==> src/rtl/serial_adder_pkg.sv <==
// rtl/serial_adder_pkg.sv - shared FSM encodings and counter-width helper for serial_adder
package serial_adder_pkg;

  typedef enum logic [1:0] {
    ST_IDLE = 2'd0,
    ST_RUN  = 2'd1,
    ST_DONE = 2'd2
  } state_t;

  function automatic int clog2(input int n);
    int r;
    r = 0;
    for (int v = n - 1; v > 0; v = v >> 1) r++;
    return r;
  endfunction

endpackage

==> src/rtl/serial_adder_digit_adder.sv <==
// rtl/serial_adder_digit_adder.sv - combinational DIGIT-bit ripple adder slice
// Exposes the carry into the slice MSB so the top can derive signed overflow.
module digit_adder #(
  parameter int DIGIT = 4
) (
  input  logic [DIGIT-1:0] i_a,
  input  logic [DIGIT-1:0] i_b,
  input  logic             i_cin,
  output logic [DIGIT-1:0] o_sum,
  output logic             o_cout,
  output logic             o_cmsb
);

  logic [DIGIT:0] w_c;

  assign w_c[0] = i_cin;

  for (genvar g = 0; g < DIGIT; g++) begin : g_fa
    assign o_sum[g]  = i_a[g] ^ i_b[g] ^ w_c[g];
    assign w_c[g+1]  = (i_a[g] & i_b[g]) | (w_c[g] & (i_a[g] ^ i_b[g]));
  end

  assign o_cout = w_c[DIGIT];
  assign o_cmsb = w_c[DIGIT-1];

endmodule

==> src/rtl/serial_adder.sv <==
// rtl/serial_adder.sv - digit-serial adder, DIGIT bits per clock, LSB digit first
// Optional subtract support via SERIAL_ADDER_SUB_EN (adds the sub port).
module serial_adder
  import serial_adder_pkg::*;
#(
  parameter int WIDTH = 32,
  parameter int DIGIT = 4
) (
  input  logic             clk,
  input  logic             rst,
  input  logic             start,
  input  logic [WIDTH-1:0] in_1,
  input  logic [WIDTH-1:0] in_2,
  input  logic             c_in,
`ifdef SERIAL_ADDER_SUB_EN
  input  logic             sub,
`endif
  output logic             busy,
  output logic             done,
  output logic [WIDTH-1:0] sum,
  output logic             c_out,
  output logic             overflow
);

  localparam int N     = WIDTH / DIGIT;
  localparam int CNT_W = (N > 1) ? clog2(N) : 1;
  localparam logic [CNT_W-1:0] LAST = CNT_W'(N - 1);

  state_t           r_state;
  state_t           w_next;
  logic             w_accept;
  logic [CNT_W-1:0] r_cnt;
  logic [WIDTH-1:0] r_a;
  logic [WIDTH-1:0] r_b;
  logic [WIDTH-1:0] r_acc;
  logic             r_carry;
  logic [WIDTH-1:0] r_sum;
  logic             r_c_out;
  logic             r_overflow;

  logic [DIGIT-1:0]       w_dsum;
  logic                   w_dcout;
  logic                   w_dcmsb;
  logic [WIDTH+DIGIT-1:0] w_shift;
  logic [WIDTH-1:0]       w_acc_next;
  logic [WIDTH-1:0]       w_b_load;
  logic                   w_c_load;

  assign w_accept = start && (r_state == ST_IDLE || r_state == ST_DONE);

  always_ff @(posedge clk or posedge rst) begin
    if (rst) r_state <= ST_IDLE;
    else     r_state <= w_next;
  end

  always_comb begin
    w_next = r_state;
    case (r_state)
      ST_IDLE: if (start) w_next = ST_RUN;
      ST_RUN:  if (r_cnt == LAST) w_next = ST_DONE;
      ST_DONE: w_next = start ? ST_RUN : ST_IDLE;
      default: w_next = ST_IDLE;
    endcase
  end

  always_comb begin
    busy = (r_state == ST_RUN);
    done = (r_state == ST_DONE);
  end

`ifdef SERIAL_ADDER_SUB_EN
  // Subtract as A + ~B + 1; the forced carry replaces c_in.
  assign w_b_load = sub ? ~in_2 : in_2;
  assign w_c_load = sub ? 1'b1 : c_in;
`else
  assign w_b_load = in_2;
  assign w_c_load = c_in;
`endif

  digit_adder #(.DIGIT(DIGIT)) u_digit (
    .i_a    (r_a[DIGIT-1:0]),
    .i_b    (r_b[DIGIT-1:0]),
    .i_cin  (r_carry),
    .o_sum  (w_dsum),
    .o_cout (w_dcout),
    .o_cmsb (w_dcmsb)
  );

  // New digit enters at the top; after N shifts digit 0 lands at the LSB.
  assign w_shift    = {w_dsum, r_acc};
  assign w_acc_next = w_shift[WIDTH+DIGIT-1:DIGIT];

  always_ff @(posedge clk or posedge rst) begin
    if (rst) begin
      r_cnt      <= '0;
      r_a        <= '0;
      r_b        <= '0;
      r_acc      <= '0;
      r_carry    <= 1'b0;
      r_sum      <= '0;
      r_c_out    <= 1'b0;
      r_overflow <= 1'b0;
    end else if (w_accept) begin
      r_cnt   <= '0;
      r_a     <= in_1;
      r_b     <= w_b_load;
      r_acc   <= '0;
      r_carry <= w_c_load;
    end else if (r_state == ST_RUN) begin
      r_cnt   <= r_cnt + CNT_W'(1);
      r_a     <= r_a >> DIGIT;
      r_b     <= r_b >> DIGIT;
      r_acc   <= w_acc_next;
      r_carry <= w_dcout;
      if (r_cnt == LAST) begin
        r_sum      <= w_acc_next;
        r_c_out    <= w_dcout;
        r_overflow <= w_dcout ^ w_dcmsb;
      end
    end
  end

  assign sum      = r_sum;
  assign c_out    = r_c_out;
  assign overflow = r_overflow;

endmodule
==> config.mk <==
export PLATFORM = sky130hd
export DESIGN_NAME = serial_adder
export DESIGN_NICKNAME = d
export VERILOG_FILES = /design/src/rtl/serial_adder_pkg.sv /design/src/rtl/serial_adder_digit_adder.sv /design/src/rtl/serial_adder.sv
export SDC_FILE = /design/constraint.sdc
export NUM_CORES = 1
export LEC_CHECK = 0
export ABC_CLOCK_PERIOD_IN_PS = 6800
export CORE_MARGIN = 8
export CORE_UTILIZATION = 55
export DETAILED_ROUTE_END_ITERATION = 7
export GPL_ROUTABILITY_DRIVEN = 0
export HOLD_SLACK_MARGIN = 0.03
export PLACE_DENSITY = 0.81
export SKIP_LAST_GASP = 1
export SLEW_MARGIN = 20
export SYNTH_ARGS = -nofsm -noshare
export SYNTH_HDL_FRONTEND = slang
export SYNTH_HIERARCHICAL = 1
export SYNTH_SLANG_ARGS = --single-unit
==> constraint.sdc <==
create_clock -name clk -period 6.8 [get_ports clk]
set_input_delay 1.7 -clock clk [delete_from_list [all_inputs] [get_ports clk]]
set_output_delay 1.7 -clock clk [all_outputs]
set_load 0.02 [all_outputs]
==> results of run 1 <==
[cell families (layout without fill, tap and decap cells)]
kind of cell / Yosys count / after routing / synth area share (%)
AOI/OAI and AO/OA: 154 / 154 / 13.53
DFF: 132 / 132 / 48.00
muxes: 128 / 128 / 21.25
and+or+nand+nor: 125 / 125 / 10.31
buffers and inverters: 62 / 149 / 5.255
adders and majority gates: 6 / 6 / 1.527
xor gates and xnor gates: 1 / 1 / 0.1273
[cells in the mapped netlist, types with 10 or more instances]
master    number  area share, %
a211oi_1      57            6.2
a21oi_1       57            4.1
buf_2         19            1.4
buf_4         14            1.5
clkbuf_1      12           0.65
dfrtp_1      132             48
inv_1         10           0.55
mux2_2        37            6.1
mux2_4        27            5.9
mux2i_1       64            9.3
nand2_1       29            1.6
nand2b_1      27            2.5
nor2b_1       59            5.4
o21ai_0       35            2.5
[stage by stage]
step / power [mW] / hold WS [ns] / util [%] / setup slack (ns) / std cells
4_1_cts: 3.863 / 0.5069 / 67.74 / 2.280 / 867
6_report: 3.830 / 0.5007 / 67.74 / 2.293 / 867
5_1_grt: 4.082 / 0.5244 / 67.74 / 2.153 / 867
3_3_place_gp: 2.896 / 0.4816 / 63.24 / 2.800 / 836
3_5_place_dp: 2.986 / 0.4954 / 63.24 / 2.730 / 836
2_1_floorplan: 2.524 / 0.4554 / - / 1.574 / 608
[registers in the layout, indices dropped and copies added, names as in the netlist]
| signal | cells |
|---|---|
| c_out | 1 |
| sum | 32 |
| r_b | 32 |
| r_state | 2 |
| r_carry | 1 |
| r_acc | 28 |
| r_a | 32 |
| r_cnt | 3 |
| overflow | 1 |
[per-layer routing]
layer  routed length (µm)  part of all wire (%)  vias to the layer above  global-route usage [%]
met5                    0                     0                        -                       0
met4                  316                   2.2                        0                   8.531
met3                  788                   5.4                       23                   5.324
met2                 6817                    47                      111                   28.16
met1                 6712                    46                     2377                   24.21
li1                     -                     -                     2314                       -
[cell type report]
type                    count  area (µm²)  share of cell area [%]
multi-input cells         414        3217                   38.25
repair buffers            108        1066                   12.68
well taps                 172       215.2                   2.559
clock buffers              27       513.0                   6.100
clock inverters             4       45.04                  0.5356
inverters                  10       42.54                  0.5059
flip-flops and latches    132        3311                   39.37
[worst max-delay path by stage]
stage                from  slack (ns)     to
3_3_place_gp   r_state[0]        2.80   busy
4_1_cts        r_state[0]        2.28   busy
2_1_floorplan         rst        1.57  c_out
3_5_place_dp   r_state[0]        2.73   busy
5_1_grt        r_state[0]        2.15   busy
6_report       r_state[0]        2.29   busy
[power by group]
part	switching (mW)	total, mW	internal (mW)
Combinational	0.655	1.48	0.827
Clock	0.315	0.862	0.547
Sequential	0.334	1.48	1.15
[critical path, cell delays in order, from the launching register on]
cell	delay, ns
dfrtp_4	0.80
buf_4	0.60
nor2b_1	0.29
clkdlybuf4s50_1	0.65
==> results.cfg, run 1 <==
[clock_network]
clockBufferDepth = 2
cts_setup_buffers = 0
cts_tree = yes
cts_max_level = 4
cts-resized-gates = 0
cts_buffers = 17
clk_pin_slew_ns = 0.05
holdBufCountCts = 0
cts.sink_count = 132
clock_latency_ns = 0.42
root_buffer = clkbuf_16

[synth]
synthFlopType = dfrtp_1
ys_types = 24
syn_nets = 682
ys_seq_area_share_pct = 48.00
syn_inst = 608
async_flop_share_pct = 100.0
synth_area_um2 = 6882
synth_edf_count = 0
avgSynthCellArea_um2 = 11.32
synth_warnings = 6
ys_ff_latch = 132

[finish]
final_cell_mix = 130 x dfrtp_1, 102 x clkdlybuf4s50_1, 64 x mux2i_1
final_common_cell = dfrtp_1
nets = 757
drive_gt1_share_pct = 14.39
syn_to_final_growth_pct = 22.20
n_fill_cell = 988
antenna_cells = 0
design_area_um2 = 8409

[worst_hold_path]
min_path_type = flop to flop
hold_end = sum[28]
hold_depth = 1
hp-start = sum[28]

[grt]
grt_pass1_vias = 4865
grt_antenna_before_repair = 0
grt_max_degree = 79
grtUsageTotal_pct = 18.59
grt_overflow_total = 0
grt_pass1_wl_mm = 24.31

[run_status]
status = complete, no violations

[timing]
setup_tns_ns = 0
setup_viol = 0
hold_violations = 0
finalClockSkew_ns = 0.007190
fin_crit_sh_pct = 66.28
fmax_ghz = 0.2219
max-slew-margin-rel_pct = 42.95
tightestPinTransition_ns = 0.8557
drv_slew = 0
period_minus_slack_ns = 4.507
rsz0062_at_grt = no

[critical_path]
crit_path_end_kind = output pin
r2r_slack_ns = 3.98
crit_type = flop to output pin
cp_max_fo = 69
reg2reg_depth = 5
crit_required_ns = 5.10
cp-start-kind = flop
r2r_end = r_cnt[0]
r2r_start = r_state[0]
arrival_ns = 2.81

[power]
ir_drop_uv = 171.0
leakage_nw = 3.494
pwr_density_cell_nw_per_um2 = 455.4

[place]
post_dp_cell_area_um2 = 7851
portBuffers = 103
hpwlAfterDp_mm = 9.489

[die]
num_rows = 41
die_w_um = 127.9
die-area_um2 = 16350
coreArea_um2 = 12410
start_util_pct = 55.43
die_y_um = 127.9
io-pin-count = 104

[detailed_routing]
wl_per_cell_um = 16.88
wirelength_mm = 14.63
postRouteAntennaNets = 0
drtIter0Drc = 357
drc_errors = 0
vias_per_cell = 5.565
drt_pass1_iterations = 4
vias = 4825

[job]
max_cap_viol_count = 0
No activity file was read; power rests on OpenSTA's default activity.
==> inputs of run 2 (changes only) <==
--- a/config.mk
+++ b/config.mk
@@ -5,13 +5,13 @@
 export SDC_FILE = /design/constraint.sdc
 export NUM_CORES = 1
 export LEC_CHECK = 0
-export ABC_CLOCK_PERIOD_IN_PS = 6800
+export ABC_CLOCK_PERIOD_IN_PS = 4100
 export CORE_MARGIN = 8
-export CORE_UTILIZATION = 55
+export CORE_UTILIZATION = 49
 export DETAILED_ROUTE_END_ITERATION = 7
 export GPL_ROUTABILITY_DRIVEN = 0
 export HOLD_SLACK_MARGIN = 0.03
-export PLACE_DENSITY = 0.81
+export PLACE_DENSITY = 0.76
 export SKIP_LAST_GASP = 1
 export SLEW_MARGIN = 20
 export SYNTH_ARGS = -nofsm -noshare
==> constraint.sdc (replaced) <==
create_clock -name clk -period 4.1 [get_ports clk]
set_input_delay 1.025 -clock clk [delete_from_list [all_inputs] [get_ports clk]]
set_output_delay 1.025 -clock clk [all_outputs]
set_load 0.02 [all_outputs]
==> run 2 against run 1 <==
Compared with the run above: utilization fell by 6.2 points; hold slack improved by 0.0032 ns; routed wire length rose by 2.1%; via count fell by 0.50%; count of clock-buffer cells in the layout fell by 5; critical endpoint is now done; largest power group is now combinational cells.
==> results.cfg, run 2 (same netlist as run 1, synthesis figures left out) <==
[critical_path]
crit_slowest_cell = dfrtp_4
path_cells = nor2b_1, clkdlybuf4s50_1
startpoint = r_state[1]
r2r_slack_ns = 1.59
reg2reg_depth = 8
cp-endpoint = done
path_delay_family = flip-flops
r2r_start = r_a[0]
cp_max_fo = 43
crit_required_ns = 3.07
cpPeakStageDelay_ns = 0.85
crit_type = flop to output pin
cp.depth = 2
crit_path_end_kind = output pin
crit_buf_inv = 1
r2r_end = r_acc[31]
cp-start-kind = flop
arrival_ns = 2.19

[timing]
tightestPinTransition_ns = 0.9552
period_minus_slack_ns = 3.213
rsz0062_at_grt = no
drv_slew = 0
setup_tns_ns = 0
hold_violations = 0
fin_crit_sh_pct = 78.36
setup_viol = 0
finalClockSkew_ns = 0.008311
fmax_ghz = 0.3113
max-slew-margin-rel_pct = 36.19

[clock_network]
holdBufCountCts = 0
clk_pin_slew_ns = 0.06
cts_buffers = 17
cts.sink_count = 132
cts_tree = yes
cts_setup_buffers = 0
cts-resized-gates = 0
cts_max_level = 4
clockBufferDepth = 2
clock_latency_ns = 0.42
root_buffer = clkbuf_16

[die]
start_util_pct = 49.77
num_rows = 43
die-area_um2 = 18090
die_y_um = 134.5
coreArea_um2 = 13830
die_w_um = 134.5
io-pin-count = 104

[detailed_routing]
vias_per_cell = 5.456
drt_pass1_iterations = 4
wirelength_mm = 14.94
drc_errors = 0
wl_per_cell_um = 16.97
drtIter0Drc = 301
vias = 4801
postRouteAntennaNets = 0

[worst_hold_path]
hold_depth = 1
min_path_type = flop to flop

[power]
ir_drop_uv = 402.7
pwr-share-comb_pct = 39.2
p_int_mw = 4.229
swShare_pct = 34.13
pwr-share-clk_pct = 23.1
pwr_density_cell_nw_per_um2 = 754.1
switchingPower_mw = 2.191
seqPwrFrac_pct = 37.7
leakage_nw = 3.533

[place]
hpwlAfterDp_mm = 9.979
dpl.cell_count = 848
portBuffers = 103

[finish]
final_cells = 880
drive_gt1_share_pct = 15.43
nets = 762
antenna_cells = 0
final_cell_mix = 130 x dfrtp_1, 102 x clkdlybuf4s50_1, 64 x mux2i_1
syn_to_final_growth_pct = 23.71
final_common_cell = dfrtp_1

[grt]
grt_overflow_total = 0
grt_pass1_vias = 5012
grt_pass1_wl_mm = 24.96
grt_antenna_before_repair = 0
grtUsageTotal_pct = 17.04
grt_max_degree = 123

[run_status]
status = complete, no violations

[job]
max_cap_viol_count = 0
## run 2: changes by cell type in the layout (fill, tap and decap cells not counted), sizes merged
cell / before / now
buf: 6 / 11
clkbuf: 27 / 22
clkinvlp: 0 / 3
clkinv: 3 / 5
bufinv: 1 / 2
inv: 10 / 9
## run 2: per-layer routing
metal / wire length, µm / up-vias / track usage (%) / share of wire, %
met3: 681 / 20 / 4.346 / 4.6
met2: 6929 / 116 / 26.67 / 46
met1: 7049 / 2342 / 22.22 / 47
met4: 276 / 0 / 6.613 / 1.8
met5: 0 / - / 0 / 0
li1: - / 2323 / - / -
## run 2: worst min path at each step
| stage | startpoint | to | slack, ns |
|---|---|---|---|
| CTS | sum[23] | sum[23] | 0.51 |
| floorplan | r_a[30] | r_a[30] | 0.46 |
| global placement | r_a[30] | r_a[30] | 0.48 |
| detailed placement | r_cnt[1] | r_cnt[1] | 0.49 |
| global route | sum[25] | sum[25] | 0.52 |
| finish | sum[23] | sum[23] | 0.50 |
## run 2: layout make-up
class / count / area (µm²)
well taps: 180 / 225.2
clock inverters: 9 / 103.9
repair buffers: 113 / 1141
clock buffers: 22 / 474.2
fillers: 1088 / 5314
inverters: 10 / 41.29
flip-flops and latches: 132 / 3311
multi-input cells: 414 / 3217
## run 2: per-stage QoR
stage / power (mW) / area [µm²] / setup slack [ns] / util, % / hold slack (ns)
after detailed placement: 4.966 / 7915 / 1.347 / 57.24 / 0.4924
final: 6.420 / 8513 / 0.8872 / 61.57 / 0.5039
after global routing: 6.852 / 8513 / 0.8059 / 61.57 / 0.5191
after CTS: 6.470 / 8493 / 0.8661 / 61.42 / 0.5062
after global placement: 4.817 / 7915 / 1.366 / 57.24 / 0.4763
after floorplan: 4.186 / 6885 / 1.438 / - / 0.4554
## run 2: worst reg2reg max path: cells and delay by family, from the launching register on
kind / cells / cell delay (ns)
compound gates: 1 / 0.18
mux: 1 / 0.28
fa+ha+maj: 4 / 1.38
flops: 1 / 0.39
buf+inv: 2 / 0.16
## run 2: power by group through the flow
stage               logic (mW)  clock network [mW]  registers [mW]
detailed placement        2.52                   0            2.44
floorplan                 1.77                   0            2.42
finish                    2.52                1.48            2.42
global route              2.78                1.57            2.51
CTS                       2.54                1.51            2.42
global placement          2.41                   0            2.40
==> inputs of run 3 (changes only) <==
--- a/config.mk
+++ b/config.mk
@@ -5,13 +5,13 @@
 export SDC_FILE = /design/constraint.sdc
 export NUM_CORES = 1
 export LEC_CHECK = 0
-export ABC_CLOCK_PERIOD_IN_PS = 4100
+export ABC_CLOCK_PERIOD_IN_PS = 3000
 export CORE_MARGIN = 8
-export CORE_UTILIZATION = 49
+export CORE_UTILIZATION = 55
 export DETAILED_ROUTE_END_ITERATION = 7
 export GPL_ROUTABILITY_DRIVEN = 0
 export HOLD_SLACK_MARGIN = 0.03
-export PLACE_DENSITY = 0.76
+export PLACE_DENSITY = 0.81
 export SKIP_LAST_GASP = 1
 export SLEW_MARGIN = 20
 export SYNTH_ARGS = -nofsm -noshare
==> constraint.sdc (replaced) <==
create_clock -name clk -period 3 [get_ports clk]
set_input_delay 0.75 -clock clk [delete_from_list [all_inputs] [get_ports clk]]
set_output_delay 0.75 -clock clk [all_outputs]
set_load 0.02 [all_outputs]
==> run 3 against run 2 <==
Compared with the run above: utilization rose by 6.5 points; cell area shrank 0.75%; cell count fell by 1.0%; sequential power rose by 36%; register-to-register slack lost 1.1 ns; power increased by 35%; first-iteration DRC count up 5.3%; global-route usage increased by 1.1 points; sequential share of layout area rose by 0.29 points; clock skew decreased by 0.0034 ns.
==> results.cfg, run 3 (same netlist as run 1, synthesis figures left out) <==
[run_status]
status = complete, no violations

[finish]
regArea_um2 = 3311
final_cells = 871
drive_gt1_share_pct = 14.59
final_cell_mix = 130 x dfrtp_1, 102 x clkdlybuf4s50_1, 64 x mux2i_1
n_fill_cell = 982
final_common_cell = dfrtp_1
syn_to_final_growth_pct = 22.78
multiInputGateArea_um2 = 3217
design_area_um2 = 8449
nets = 760
antenna_cells = 0

[place]
portBuffers = 103
dpl.cell_count = 839
post_dp_cell_area_um2 = 7898
hpwlAfterDp_mm = 9.356

[detailed_routing]
vias = 4789
drc_errors = 0
drtIter0Drc = 317
wirelength_mm = 14.41
postRouteAntennaNets = 0
drt_pass1_iterations = 6
wl_per_cell_um = 16.55
vias_per_cell = 5.498

[clock_network]
cts_max_level = 4
clockBufferDepth = 2
root_buffer = clkbuf_16
cts-resized-gates = 0
cts_buffers = 17
holdBufCountCts = 0
clk_pin_slew_ns = 0.05
cts.sink_count = 132
cts_tree = yes
clock_latency_ns = 0.41
cts_setup_buffers = 0

[critical_path]
cpPeakStageDelay_ns = 0.67
crit_buf_inv = 1
crit_slowest_cell = clkdlybuf4s50_1
crit_required_ns = 2.25
arrival_ns = 1.97
path_cells = nor2b_1, clkdlybuf4s50_1
cp.depth = 2
cp_max_fo = 29
cp-start-kind = flop
crit_path_end_kind = output pin
crit_type = flop to output pin
path_delay_family = buffers and inverters
reg2reg_depth = 8

[die]
io-pin-count = 104
die-area_um2 = 16350
num_rows = 41
die_y_um = 127.9
coreArea_um2 = 12410
start_util_pct = 55.43
die_w_um = 127.9

[grt]
grt_overflow_total = 0
grt_antenna_before_repair = 0
grt_max_degree = 133
grt_pass1_vias = 4814
grtUsageTotal_pct = 18.14
grt_pass1_wl_mm = 23.77

[power]
ir_drop_uv = 445.2
pwr-share-clk_pct = 22.3
seqPwrFrac_pct = 38.1
swShare_pct = 33.91
leakage_nw = 3.509
p_int_mw = 5.715
switchingPower_mw = 2.933
finalPower_mw = 8.648
pwr-share-comb_pct = 39.5
pwr_density_cell_nw_per_um2 = 1023

[worst_hold_path]
hold_depth = 1
min_path_type = flop to flop

[timing]
rsz0062_at_grt = no
max-slew-margin-rel_pct = 31.14
drv_slew = 0
tightestPinTransition_ns = 1.033
period_minus_slack_ns = 2.720
setup_viol = 0
setup_tns_ns = 0
fmax_ghz = 0.3676
finalClockSkew_ns = 0.004866
hold_violations = 0
fin_crit_sh_pct = 90.68

[job]
max_cap_viol_count = 0
==> run 3: cell types whose count changed in the layout (fill, tap and decap cells not counted) <==
cell and change:
clkbuf_8 +1, bufinv_16 -1, clkinv_4 -1, clkbuf_1 +5, clkinv_2 -1, buf_12 -1
clkinvlp_4 -2, buf_4 -1
==> run 3: worst paths after layout <==
path                       slack [ns]        from         end
max                              0.28  r_state[0]        done
min                              0.50     r_a[30]     r_a[30]
max reg2reg                      0.51      r_a[0]   r_acc[31]
min reg2reg                      0.50     r_a[30]     r_a[30]
max in group asynchronous        1.54         rst  r_state[0]
min in group asynchronous        0.86         rst    r_cnt[0]
==> run 3: worst register-to-register path: cells and delay by family, from the launching register on <==
family	cells	cell delay, ns
adder cells (fa/ha/maj)	4	1.38
buffers and inverters	2	0.15
flip-flops	1	0.41
multiplexers	1	0.27
AO/OA/AOI/OAI	1	0.18
==> run 3: final cells by class <==
class	instances	share of cell area, %
clock buffers	28	5.997
flip-flops and latches	132	39.18
inverters	10	0.4887
well taps	172	2.547
clock inverters	4	0.5331
multi-input cells	414	38.07
repair buffers	111	13.18
==> run 3: metal layers <==
| metal | vias up | GRT usage [%] | wire length, µm |
|---|---|---|---|
| met3 | 18 | 6.198 | 890 |
| met2 | 109 | 28.59 | 6760 |
| met5 | - | 0 | 0 |
| met1 | 2339 | 22.70 | 6572 |
| met4 | 0 | 6.503 | 189 |
| li1 | 2323 | - | - |
==> run 3: through the flow <==
step | hold slack (ns) | util (%) | setup WS [ns]
2_1_floorplan | 0.4554 | - | 0.6128
3_3_place_gp | 0.4724 | 63.62 | 0.5873
3_5_place_dp | 0.4820 | 63.62 | 0.5189
4_1_cts | 0.4982 | 68.06 | 0.2753
5_1_grt | 0.5124 | 68.06 | 0.2277
6_report | 0.4984 | 68.06 | 0.2796
==> run 3: power by group through the flow <==
stage / clock (mW) / sequential (mW) / combinational, mW
after global routing: 2.04 / 3.41 / 3.77
after detailed placement: 0 / 3.32 / 3.44
after CTS: 1.96 / 3.30 / 3.46
after floorplan: 0 / 3.30 / 2.42
final: 1.93 / 3.30 / 3.42
after global placement: 0 / 3.26 / 3.30
